`src/rtl/instruction_fetch_unit_pkg.sv`:
```
// Shared constants and types for the instruction fetch stage.
package instruction_fetch_unit_pkg;

  localparam int          PC_WIDTH         = 32;
  localparam logic [31:0] PC_INCR          = 32'd4;
  localparam logic [31:0] NOP_INSTR        = 32'h0000_0000;
  localparam logic [31:0] RESET_PC_DEFAULT = 32'h0000_0000;

  typedef struct packed {
    logic [31:0] instr;
    logic [31:0] pc_plus4;
    logic        valid;
  } ifid_t;

  localparam ifid_t IFID_BUBBLE = '{instr: NOP_INSTR, pc_plus4: 32'h0, valid: 1'b0};

  // Redirect targets are forced onto a word boundary before reaching the PC.
  function automatic logic [PC_WIDTH-1:0] word_align(input logic [PC_WIDTH-1:0] addr);
    return {addr[PC_WIDTH-1:2], 2'b00};
  endfunction

endpackage

```
`src/rtl/instruction_fetch_unit_ifid_register.sv`:
```
// IF/ID pipeline register: flush wins over load; neither means hold.
module ifid_register
  import instruction_fetch_unit_pkg::*;
(
  input  logic        clk,
  input  logic        rst,
  input  logic        load,
  input  logic        flush,
  input  logic [31:0] instr_in,
  input  logic [31:0] pc_plus4_in,
  output logic [31:0] instr_out,
  output logic [31:0] pc_plus4_out,
  output logic        valid_out
);

  ifid_t ifid_q, ifid_d;

  always_comb begin
    ifid_d = ifid_q;
    if (flush) begin
      ifid_d = IFID_BUBBLE;
    end else if (load) begin
      ifid_d = '{instr: instr_in, pc_plus4: pc_plus4_in, valid: 1'b1};
    end
  end

  always_ff @(posedge clk or posedge rst) begin
    if (rst) begin
      ifid_q <= IFID_BUBBLE;
    end else begin
      ifid_q <= ifid_d;
    end
  end

  assign instr_out    = ifid_q.instr;
  assign pc_plus4_out = ifid_q.pc_plus4;
  assign valid_out    = ifid_q.valid;

endmodule

```
`src/rtl/instruction_fetch_unit.sv`:
```
// Fetch stage: owns the PC, drives the instruction memory address and fills IF/ID.
module instruction_fetch_unit
  import instruction_fetch_unit_pkg::*;
#(
  parameter logic [31:0] RESET_PC   = RESET_PC_DEFAULT,
  parameter int          IMEM_WORDS = 128
) (
  input  logic        Clk,
  input  logic        Rst,
  output logic [31:0] InstrAddress,
  input  logic [31:0] Instruction,
  input  logic        Stall,
  input  logic        BranchTaken,
  input  logic [31:0] BranchTarget,
  input  logic        JumpTaken,
  input  logic [31:0] JumpTarget,
  output logic [31:0] IFID_Instruction,
  output logic [31:0] IFID_PCPlus4,
  output logic        IFID_Valid,
  output logic        AddrOutOfRange,
  output logic [31:0] FetchCount
);

  localparam logic [31:0] IMEM_WORDS_W = 32'(IMEM_WORDS);

  logic [31:0] pc_q, pc_d;
  logic [31:0] fetch_count_q, fetch_count_d;
  logic        redirect;
  logic [31:0] redirect_target;
  logic [31:0] pc_plus4;
  logic        ifid_load;

  assign redirect        = BranchTaken | JumpTaken;
  // The branch belongs to the older instruction, so it beats a same-cycle jump.
  assign redirect_target = word_align(BranchTaken ? BranchTarget : JumpTarget);
  assign pc_plus4        = pc_q + PC_INCR;
  assign ifid_load       = !redirect && !Stall;

  always_comb begin
    pc_d          = pc_q;
    fetch_count_d = fetch_count_q;
    if (redirect) begin
      pc_d = redirect_target;
    end else if (!Stall) begin
      pc_d          = pc_plus4;
      fetch_count_d = fetch_count_q + 32'd1;
    end
  end

  always_ff @(posedge Clk or posedge Rst) begin
    if (Rst) begin
      pc_q          <= RESET_PC;
      fetch_count_q <= 32'h0;
    end else begin
      pc_q          <= pc_d;
      fetch_count_q <= fetch_count_d;
    end
  end

  ifid_register u_ifid (
    .clk          (Clk),
    .rst          (Rst),
    .load         (ifid_load),
    .flush        (redirect),
    .instr_in     (Instruction),
    .pc_plus4_in  (pc_plus4),
    .instr_out    (IFID_Instruction),
    .pc_plus4_out (IFID_PCPlus4),
    .valid_out    (IFID_Valid)
  );

  assign InstrAddress   = pc_q;
  assign FetchCount     = fetch_count_q;
  assign AddrOutOfRange = {2'b00, pc_q[31:2]} >= IMEM_WORDS_W;

endmodule
```
`config.mk`:
```
export PLATFORM = sky130hd
export DESIGN_NAME = instruction_fetch_unit
export DESIGN_NICKNAME = d
export VERILOG_FILES = /design/src/rtl/instruction_fetch_unit_pkg.sv /design/src/rtl/instruction_fetch_unit_ifid_register.sv /design/src/rtl/instruction_fetch_unit.sv
export SDC_FILE = /design/constraint.sdc
export NUM_CORES = 1
export LEC_CHECK = 0
export ABC_CLOCK_PERIOD_IN_PS = 2800
export BUFFER_PORTS_ARGS = -buffer_cell sky130_fd_sc_hd__buf_2
export CELL_PAD_IN_SITES_DETAIL_PLACEMENT = 1
export CELL_PAD_IN_SITES_GLOBAL_PLACEMENT = 2
export CORE_MARGIN = 3
export CORE_UTILIZATION = 30
export CTS_CLUSTER_DIAMETER = 30
export CTS_CLUSTER_SIZE = 8
export DETAILED_ROUTE_END_ITERATION = 8
export GPL_TIMING_DRIVEN = 1
export PLACE_DENSITY = 0.89
export SETUP_SLACK_MARGIN = 0.15
export SLEW_MARGIN = 0
export SYNTH_ARGS = -nofsm -noshare
export SYNTH_HDL_FRONTEND = slang
export SYNTH_HIERARCHICAL = 1
export SYNTH_SLANG_ARGS = --single-unit
export TNS_END_PERCENT = 100
```
`constraint.sdc`:
```
create_clock -name Clk -period 2.8 [get_ports Clk]
set_clock_uncertainty 0.2 [all_clocks]
set_input_delay 0.14 -clock Clk [delete_from_list [all_inputs] [get_ports Clk]]
set_output_delay 0.14 -clock Clk [all_outputs]
set_load 0.02 [all_outputs]
```
* Yosys cells after proc, flatten, opt, wreduce, memory -nomap -nowiden *
Index checks and enable logic that the tools add are counted.

storage, ports and cells
  flip-flop bits (word level) = 129
  input port bits = 101
  output and inout port bits = 130
  logic and storage cells = 22

operators by class
  $add $sub $neg = 2
  $lt $le $gt $ge = 1
  equal/unequal tests = 1
  mux-type cells = 5
  bitwise operators = 3
  reductions and logical operators = 5

operator list
  cell                   number
  $mux 65                2
  $mux 32                3
  $add 32x1->32 const B  1
  $add 32x3->32 const B  1
  $ge 30x8->1 const B    1
  $logic_not 1->1        2
  $ne 2x1->1 const B     1
  $not 1->1              2
  $reduce_and 2->1       1
  $reduce_bool 2->1      1
  $logic_and 1x1->1      1
  $or 1x1->1             1

* Longest topological paths before layout *
Gate-level depths: netlist (run 1).

  word-level depth = 5
  gate-level depth with buffers = 8
  gate-level depth less buffers = 7

* Hierarchy *
The synthesis (run 1) kept the hierarchy.

modules (own cells, without submodules)
  module                  instances  cells an instance  area an instance (um^2)  seq. area each (um^2)
  instruction_fetch_unit  1          434                3832.4                   1551.5
  ifid_register           1          210                2640.0                   1626.6

* Worst setup path after synthesis (run 1) *
No wires, ideal clock.

  path type = flip-flop to flip-flop
  from = register pc_q[2], in the netlist InstrAddress[2]
  to = register pc_q[26], in the netlist InstrAddress[26]
  setup time = 0.126 ns
  arrival time = 1.872 ns
  required time = 2.474 ns
  path slack = 0.602 ns
  cell stages (with the launch flop) = 7
  period minus slack after synthesis = 2.198 ns
  path through = dfrtp_1 -> ha_1 -> nand3_1 -> or2_2 -> nor3_1 -> xor2_1 -> a221o_1

on the way
  word-level cells in the longest chain between the ends = 3

ends and longest elaborated chain
  item                    line                          source
  from (decl)             instruction_fetch_unit.sv:26  logic [31:0] pc_q, pc_d;
  from (signal assigned)  instruction_fetch_unit.sv:55  pc_q <= pc_d;
  $add 32x3->32           instruction_fetch_unit.sv:36  assign pc_plus4 = pc_q + PC_INCR;
  via pc_plus4[26]        instruction_fetch_unit.sv:30  logic [31:0] pc_plus4;
  $mux 32                 instruction_fetch_unit.sv:44  end else if (!Stall) begin
  $mux 32                 instruction_fetch_unit.sv:42  if (redirect) begin

The timed path passes the listed nets, and every way through them passes these cells. The select of a mux whose other input is x is not followed.
A chain may end at the register's enable or synchronous reset.

* Worst setup path after layout (run 1) *
  from = register pc_q[4], in the netlist InstrAddress[4]
  to = register pc_q[13], in the netlist InstrAddress[13]

Same word-level chain as after synthesis.

==> impl_results.md, run 1 <==
* Compound-Gate Fraction of Synth Area at 0.0655
* Skew-Pair Late Insertion Delay at 420 ps
* Routed len/inst at 19.2 um
* Rel. slew slack at 0.432
* Fin worst setup slack at 342 ps
* Cts bufs inserted at 17
* Clk root buf: clkbuf_16
* # diodes at 0
* XOR/XNOR share of the synthesized area at 0.0853
* CTS tree: built
* GR Overflow Total at 0
* Largest net degree at the start of global routing at 91
* Synth cell types at 42
* WS Path Type: register to register
* Crit path max fanout at 6
* Clock transition at path regs at 60 ps
* Setup TNS at 0 ps
* Final #Nets at 1063
* CP arrival at 2560 ps
* Maxcap violations at 0
* Placed cell count at 1120
* Clk buf depth at 2
* Number of core rows at 53
* Power density cells at 546 nW/um^2
* Asr flop ratio synth at 1.00
* Routed WL at 24000 um
* Initial antenna violation count at 1
* DRC at 0
* Startpoint types: register
* Final instance area at 9360 sq um
* Final hold vios at 0
* Worst slack, placed at 276 ps
* Grt peak-use layer: met2
* Leak at 4.52 nW
* Vias per inst at 4.89
* Reg2reg setup slack at 340 ps
* Post-Synthesis Cells at 644
* Most used flip-flop cell after synthesis: dfrtp_1
* Global routing usage on met2 at 0.357
* First-pass iteration count of the detailed router at 4
* Met3 GRT Util at 0.0515
* Slew Viols, Final at 0
* EDFF count, synth at 0
* Maximum vdd drop at 0.382 mV
* CP required at 2900 ps
* Synth Area in Adders at 0.00580
* Dpl cell area at 7830 sq um
* Die X-Extent at 153 um
* Worst-margin pin slew at 851 ps
* Effective utilization at floorplan at 0.307
* Chip Height at 153 um
* Hold/Removal Path Class: input pin to async pin
* Port bufs at 224
* Worst Setup End Kind: register
* Post-synthesis sequential area ratio at 0.491
* Core area at 21100 sq um
* Global-route wire length before repair at 38500 um
* RSZ-0062 raised after global routing: false
* Tcrit/Tclk final at 0.878
* GR Util met1 at 0.254
* Post-Synth Simple-Gate Area at 0.206
* Layout area overhead at 44.6%
* Hpwl dp at 15900 um
* GPL Wtd Cong at 0.772
* # fillers at 2439
* Mean Syn Cell Area at 10.1 sq um
* Yosys warnings at 6
* Starting DRT DRC Count at 230
* Vias in the first global route at 6874
* Post-route ant nets at 0
* Multiplexer share of the synthesized area at 0.104
* Via count at 6096
* Clock H-tree levels at 4
* Largest family of logic cells by synthesized area: simple AND/OR/NAND/NOR gates
* Synthesized area at 6470 sq um
* Total track usage at 0.205
* Period minus WS final at 2460 ps
* Share of cells above drive strength 1 at 0.297
* Upper clock frequency limit at 407 MHz
* I/O pins at 231
* Synthesized flop and latch total at 127
* # setup viols final at 0
* Finished Layout Cells at 1247
* Status: complete, no violations
* CTS Sinks at 127
* Die area at 23400 sq um
==> through the flow <==
stage	power, mW	hold slack (ps)	utilization
after floorplan	2.51	61.0	-
after global placement	2.80	41.9	0.371
after detailed placement	2.81	45.9	0.371
after CTS	5.15	147	0.443
after global routing	5.32	207	0.444
final	5.11	143	0.444
==> final cells by class <==
| type | count | area, sq um | share of cell area |
|---|---|---|---|
| sequential | 127 | 3180 | 0.340 |
| tap | 275 | 344 | 0.0368 |
| clock inverter | 14 | 144 | 0.0154 |
| inverter | 8 | 32.5 | 0.00348 |
| clock buffer | 18 | 429 | 0.0459 |
| multi-input combinational | 473 | 3040 | 0.325 |
| timing repair buffer | 332 | 2190 | 0.234 |
==> cell usage in the layout (no fill, tap or decap), types with 4 or more instances in the layout <==
cell type	count
dlygate4sd3_1	94
nor2_1	131
mux2i_1	66
nand3_1	21
nand2_1	60
conb_1	4
dfrtp_1	127
xnor2_1	47
buf_4	12
clkbuf_16	17
nand4_1	15
clkinv_2	4
o21ai_0	6
clkinvlp_4	5
inv_1	5
a21oi_1	29
xor2_1	16
nor4_1	5
and3_1	10
buf_2	224
nor3_1	7
a221o_1	23
and4_1	5
==> path summary, 6_finish.rpt <==
| path | from | end | cells after the start |
|---|---|---|---|
| min | Rst | InstrAddress[3] | 3 |
| min reg2reg | FetchCount[31] | FetchCount[31] | 1 |
| min in group Clk | Stall | InstrAddress[9] | 4 |
| max reg2reg | InstrAddress[4] | InstrAddress[13] | 6 |
| max | InstrAddress[4] | InstrAddress[13] | 6 |
| max in group asynchronous | Rst | u_ifid/pc_plus4_out[20] | 4 |
==> registers in the layout, indices dropped and copies added (netlist names) <==
| signal | flops |
|---|---|
| FetchCount | 32 |
| u_ifid/valid_out | 1 |
| u_ifid/instr_out | 32 |
| InstrAddress | 30 |
| u_ifid/pc_plus4_out | 32 |
==> power by group <==
group	switching [mW]	internal, mW
clock network	0.901	1.31
registers	0.149	1.92
logic	0.459	0.372
==> routing by layer <==
layer / vias up / share of wire
li1: 2844 / -
met3: 27 / 0.059
met1: 3024 / 0.43
met2: 199 / 0.49
met4: 2 / 0.014
met5: - / 0.00054
==> timing repair <==
item | in CTS | in global routing
resized for setup | 0 | 2
buffers inserted | 0 | 1
hold buffers | 94 | 0
endpoints found under the setup margin | 0 | 8
hold endpoints to repair | 124 | 0
==> Yosys cell counts (all sizes together) (7+ instances only) <==
library cell / n / share of area
dfrtp: 127 / 0.49
a221o: 24 / 0.037
nand2: 60 / 0.035
xnor2: 47 / 0.064
nand3: 23 / 0.019
and4: 7 / 0.0099
clkbuf: 22 / 0.013
mux2i: 66 / 0.10
buf: 17 / 0.025
xor2: 16 / 0.022
a21oi: 29 / 0.022
nand4: 17 / 0.021
nor2: 131 / 0.076
nor4: 8 / 0.015
nor3: 8 / 0.0070
and3: 10 / 0.0097
inv: 7 / 0.0041
==> worst max-delay path, stage by stage (launching register included) <==
cell           delay, ps
dfrtp_1              460
nand4_1              230
or2_4                350
nor2_1               130
xor2_1               100
a221o_1              320
dlygate4sd3_1        550
==> cell families after synthesis <==
kind of cell,Yosys count
other cells,1
simple gates,276
buf+inv,47
mux,67
xor+xnor,63
fa+ha+maj,3
flops,127
compound gates,60
(Power assumes the default switching activity.)
==> run 2: changes to the inputs <==
Settings changed: BUFFER_PORTS_ARGS -buffer_cell sky130_fd_sc_hd__buf_2 to -buffer_cell sky130_fd_sc_hd__buf_4.
==> impl_results.md, run 2 (synthesis gave the netlist of run 1 again) <==
* Initial antenna violation count at 0
* First-pass iteration count of the detailed router at 6
* Maxcap violations at 0
* Worst slack, placed at 229 ps
* Period minus WS final at 2510 ps
* I/O pins at 231
* Routed len/inst at 19.6 um
* Layout area overhead at 52.7%
* Most common cell after layout, fill and taps aside: buf_4
* Largest net degree at the start of global routing at 91
* Hold/Removal Path Class: input pin to register
* Rel. slew slack at 0.584
* Vias per inst at 4.89
* Routed WL at 24400 um
* Via count at 6068
* Worst Hold Depth at 3
* Hold_ws at 55.1 ps
* Fin worst setup slack at 285 ps
* Starting DRT DRC Count at 288
* CTS Sinks at 127
* Hold path startpoint: BranchTaken
* # fillers at 2387
* CTS tree: built
* Chip Height at 153 um
* Upper clock frequency limit at 398 MHz
* Clk root buf: clkbuf_16
* Global-route wire length before repair at 38500 um
* Internal power at 3.58 mW
* Total track usage at 0.208
* Clk pwr share at 0.413
* Die area at 23400 sq um
* Final #Nets at 1059
* Logic pwr share at 0.181
* Clock transition at path regs at 60 ps
* Worst-margin pin slew at 623 ps
* CP arrival at 2610 ps
* Die X-Extent at 153 um
* Post-route ant nets at 0
* Status: complete, no violations
* Crit path max fanout at 6
* Worst Setup End Kind: register
* Reg2reg setup slack at 290 ps
* Skew-Pair Late Insertion Delay at 410 ps
* Tcrit/Tclk final at 0.898
* Final Power at 5.10 mW
* CP required at 2890 ps
* Core area at 21100 sq um
* DRC at 0
* Worst r2r src: InstrAddress[4]
* # diodes at 0
* Slew Viols, Final at 0
* Share of cells above drive strength 1 at 0.297
* Switching share of power at 0.298
* Hpwl dp at 15900 um
* Critical Path Source: InstrAddress[4]
* # setup viols final at 0
* Startpoint types: register
* Number of core rows at 53
* Clock H-tree levels at 4
* Maximum vdd drop at 0.369 mV
* GPL Wtd Cong at 0.757
* RSZ-0062 raised after global routing: false
* Vias in the first global route at 6688
* Port bufs at 224
* WS Path Type: register to register
* Effective utilization at floorplan at 0.307
* Commonest cells after routing, fill and taps aside: buf_4, nor2_1, dfrtp_1
* Power density cells at 516 nW/um^2
* Setup TNS at 0 ps
* Worst reg-to-reg path cell count at 6
* Sequential Power Share at 0.406
* Clk buf depth at 2
* Leak at 4.59 nW
* Final hold vios at 0
* Cts bufs inserted at 17
* GR Overflow Total at 0
* NetSw at 1.52 mW
[run 2: changes by cell type in the layout (fill, tap and decap cells not counted)]
cell | before | now
nor2_2 | 0 | 1
dlygate4sd3_1 | 94 | 93
nor2_1 | 131 | 130
clkinv_2 | 4 | 1
clkbuf_8 | 0 | 3
buf_4 | 12 | 232
clkinv_4 | 2 | 4
buf_2 | 224 | 0
buf_12 | 2 | 3
clkbuf_1 | 1 | 0
bufinv_16 | 2 | 0
[run 2: metrics by stage]
step | util | area (sq um) | instances
floorplan | - | 6480 | 647
global placement | 0.397 | 8380 | 1117
detailed placement | 0.397 | 8380 | 1117
CTS | 0.468 | 9860 | 1241
global route | 0.469 | 9880 | 1242
finish | 0.469 | 9880 | 1242
[run 2: path summary, 6_finish.rpt]
| path | endpoint |
|---|---|
| max | InstrAddress[17] |
| min reg2reg | FetchCount[31] |
| min | InstrAddress[19] |
| max in group asynchronous | u_ifid/pc_plus4_out[22] |
| max reg2reg | InstrAddress[17] |
| min in group asynchronous | InstrAddress[31] |
[run 2: area by class of cell]
type,instances,area [sq um],area share
Tap cell,275,344,0.0348
Clock inverter,11,86.3,0.00874
Inverter,8,32.5,0.00329
Clock buffer,20,467,0.0472
Multi-Input combinational cell,473,3040,0.308
Sequential cell,127,3180,0.322
Timing Repair Buffer,328,2730,0.277
[run 2: per-layer routing]
metal	vias to the layer above	global-route usage	wire length, um
met4	0	0.0539	299
met2	197	0.359	12200
met1	3027	0.255	10300
met5	-	0	0
met3	22	0.0600	1550
li1	2822	-	-
[run 2: timing repair]
action | CTS | global route
endpoints found under the hold margin | 103 | 0
hold buffers | 93 | 0
buffers inserted | 0 | 1
endpoints found under the setup margin | 0 | 15
resized for setup | 0 | 3
[run 2: power by group through the flow]
| stage | clock [mW] | sequential [mW] | combinational [mW] |
|---|---|---|---|
| floorplan | 0 | 2.16 | 0.345 |
| global route | 2.24 | 2.09 | 0.995 |
| detailed placement | 0 | 2.10 | 0.804 |
| global placement | 0 | 2.10 | 0.789 |
| finish | 2.11 | 2.07 | 0.920 |
| CTS | 2.15 | 2.07 | 0.922 |
[run 2: critical path: stages (launching register included)]
cell and delay [ps]:
dfrtp_1 460, nand4_1 240, or2_4 350, nor2_1 130
xor2_1 110, a221o_1 340, dlygate4sd3_1 560
==> run 3: changes to the inputs <==
Settings changed: CORE_UTILIZATION 30 to 29, PLACE_DENSITY 0.89 to 0.88, SYNTH_HIERARCHICAL 1 to unset.
==> impl_results.md, run 3 <==
* Worst Hold Depth at 4
* Period minus WS final at 2530 ps
* Die area at 23900 sq um
* Post-synth top area cell: dfrtp_1
* I/O pins at 231
* Routed WL at 24400 um
* Top cell type's share of synthesized area at 0.488
* Crit path max fanout at 7
* CTS Sinks at 125
* Post-Synth Simple-Gate Area at 0.182
* Total track usage at 0.205
* Final #Nets at 1088
* Seq. cell area at 3130 sq um
* Multiplexer share of the synthesized area at 0.0564
* Reg2reg setup slack at 270 ps
* Startpoint types: register
* Starting DRT DRC Count at 244
* Synth cell count leaders: dfrtp_1, nor2_1, nand2_1
* Final hold vios at 0
* Synthesized area at 6410 sq um
* Top-count cell post-synth: dfrtp_1
* Core area at 21400 sq um
* Initial antenna violation count at 0
* Number of core rows at 53
* Largest net degree at the start of global routing at 126
* Cts bufs inserted at 17
* Critical Path Source: InstrAddress[3]
* Port bufs at 222
* CP required at 2900 ps
* Worst r2r src: InstrAddress[3]
* Worst slack, placed at 292 ps
* Fin worst setup slack at 269 ps
* RSZ-0062 raised after global routing: false
* Dpl cell area at 8400 sq um
* Clk pwr share at 0.416
* Sequential Power Share at 0.384
* Hold_ws at 14.2 ps
* Vias per inst at 4.92
* Clk root buf: clkbuf_16
* Largest cells by area after synthesis: dfrtp_1, mux2i_1, xnor2_1
* Status: complete, no violations
* Synthesized flop and latch total at 125
* Maximum vdd drop at 0.409 mV
* Hold/Removal Path Class: input pin to register
* Most used flip-flop cell after synthesis: dfrtp_1
* Tcrit/Tclk final at 0.904
* Effective utilization at floorplan at 0.300
* NetSw at 1.63 mW
* Min-Delay Endpoint: InstrAddress[20]
* Rel. slew slack at 0.351
* Final instance area at 9900 sq um
* Logic pwr share at 0.199
* Yosys warnings at 0
* CP arrival at 2630 ps
* WS Path Type: register to register
* Clock H-tree levels at 4
* First-pass iteration count of the detailed router at 4
* Mean Syn Cell Area at 9.46 sq um
* Compound-Gate Fraction of Synth Area at 0.135
* Worst Setup End Kind: register
* Share of cells above drive strength 1 at 0.296
* Worst reg-to-reg path cell count at 8
* Asr flop ratio synth at 1.00
* Switching share of power at 0.298
* # setup viols final at 0
* Setup TNS at 0 ps
* Die X-Extent at 155 um
* Post-synthesis sequential area ratio at 0.488
* Vias in the first global route at 6956
* Global-route wire length before repair at 38700 um
* Commonest cells after routing, fill and taps aside: buf_4, dfrtp_1, dlygate4sd3_1
* Upper clock frequency limit at 395 MHz
* DRC at 0
* Core Util, Final at 0.464
* Most common cell after layout, fill and taps aside: buf_4
* Layout area overhead at 54.4%
* Maxcap violations at 0
* Hpwl dp at 16300 um
* Hold path startpoint: JumpTarget[20]
* Via count at 6253
* Post-route ant nets at 0
* GR Overflow Total at 0
* # fillers at 2427
* # diodes at 0
* Post-Synthesis Cells at 678
* Worst-margin pin slew at 974 ps
* GPL Wtd Cong at 0.835
* Skew-Pair Late Insertion Delay at 420 ps
* Worst r2r dst: InstrAddress[14]
* Footprint of the multi-input gates at 3020 sq um
* Chip Height at 155 um
* Leak at 4.69 nW
* Largest family of logic cells by synthesized area: simple AND/OR/NAND/NOR gates
* CTS tree: built
* Clock transition at path regs at 60 ps
* XOR/XNOR share of the synthesized area at 0.0874
* Synth Area in Adders at 0.00585
* Slew Viols, Final at 0
* Power density cells at 553 nW/um^2
* Routed len/inst at 19.2 um
* Synth cell types at 48
* Clk buf depth at 2
* Internal power at 3.85 mW
* EDFF count, synth at 0
## run 3: cell families after synthesis
| group | after synthesis |
|---|---|
| AOI/OAI and AO/OA | 140 |
| muxes | 36 |
| other | 1 |
| buffers and inverters | 67 |
| xor gates and xnor gates | 64 |
| and+or+nand+nor | 242 |
| adders and majority gates | 3 |
| DFF | 125 |
## run 3: how the worst max path moves through the flow
| stage | end | slack, ps | cells after the start |
|---|---|---|---|
| 3_5_place_dp | InstrAddress[24] | 290 | 5 |
| 6_report | InstrAddress[14] | 270 | 8 |
| 4_1_cts | InstrAddress[14] | 210 | 8 |
| 3_3_place_gp | FetchCount[25] | 370 | 6 |
| 5_1_grt | InstrAddress[14] | 170 | 8 |
| 2_1_floorplan | InstrAddress[27] | 290 | 7 |
## run 3: repair_timing
action / CTS / global route
setup endpoints to repair: 0 / 10
hold buffers: 88 / 0
buffers inserted: 0 / 1
resized for setup: 0 / 3
hold endpoints to repair: 187 / 0
## run 3: metal layers
| layer | track usage | share of wire |
|---|---|---|
| met1 | 0.263 | 0.44 |
| met5 | 0 | 0 |
| met3 | 0.0672 | 0.070 |
| met2 | 0.335 | 0.48 |
| met4 | 0.0492 | 0.017 |
## run 3: power groups by stage
stage | sequential, mW | combinational, mW | clock (mW)
6_report | 2.10 | 1.09 | 2.28
5_1_grt | 2.13 | 1.18 | 2.43
4_1_cts | 2.10 | 1.10 | 2.36
3_3_place_gp | 2.12 | 0.967 | 0
3_5_place_dp | 2.13 | 0.985 | 0
2_1_floorplan | 2.22 | 0.408 | 0
## run 3: layout make-up
class / count / area share
clock inverters: 14 / 0.0171
inverters: 17 / 0.00682
clock buffers: 18 / 0.0433
repair buffers: 334 / 0.277
multi-input cells: 489 / 0.305
flip-flops and latches: 125 / 0.316
well taps: 275 / 0.0348
## run 3: critical path, stage by stage, from the launching register on
cell and delay (ps):
dfrtp_2 430, ha_1 240, and4_1 290, buf_4 180, nand2_1 70, nor2_1 140, xnor2_1 160, o221ai_1 130
dlygate4sd3_1 580
## run 3: through the flow
stage	instances	power, mW
floorplan	681	2.62
global placement	1151	3.09
detailed placement	1151	3.12
CTS	1271	5.56
global route	1272	5.75
finish	1272	5.48
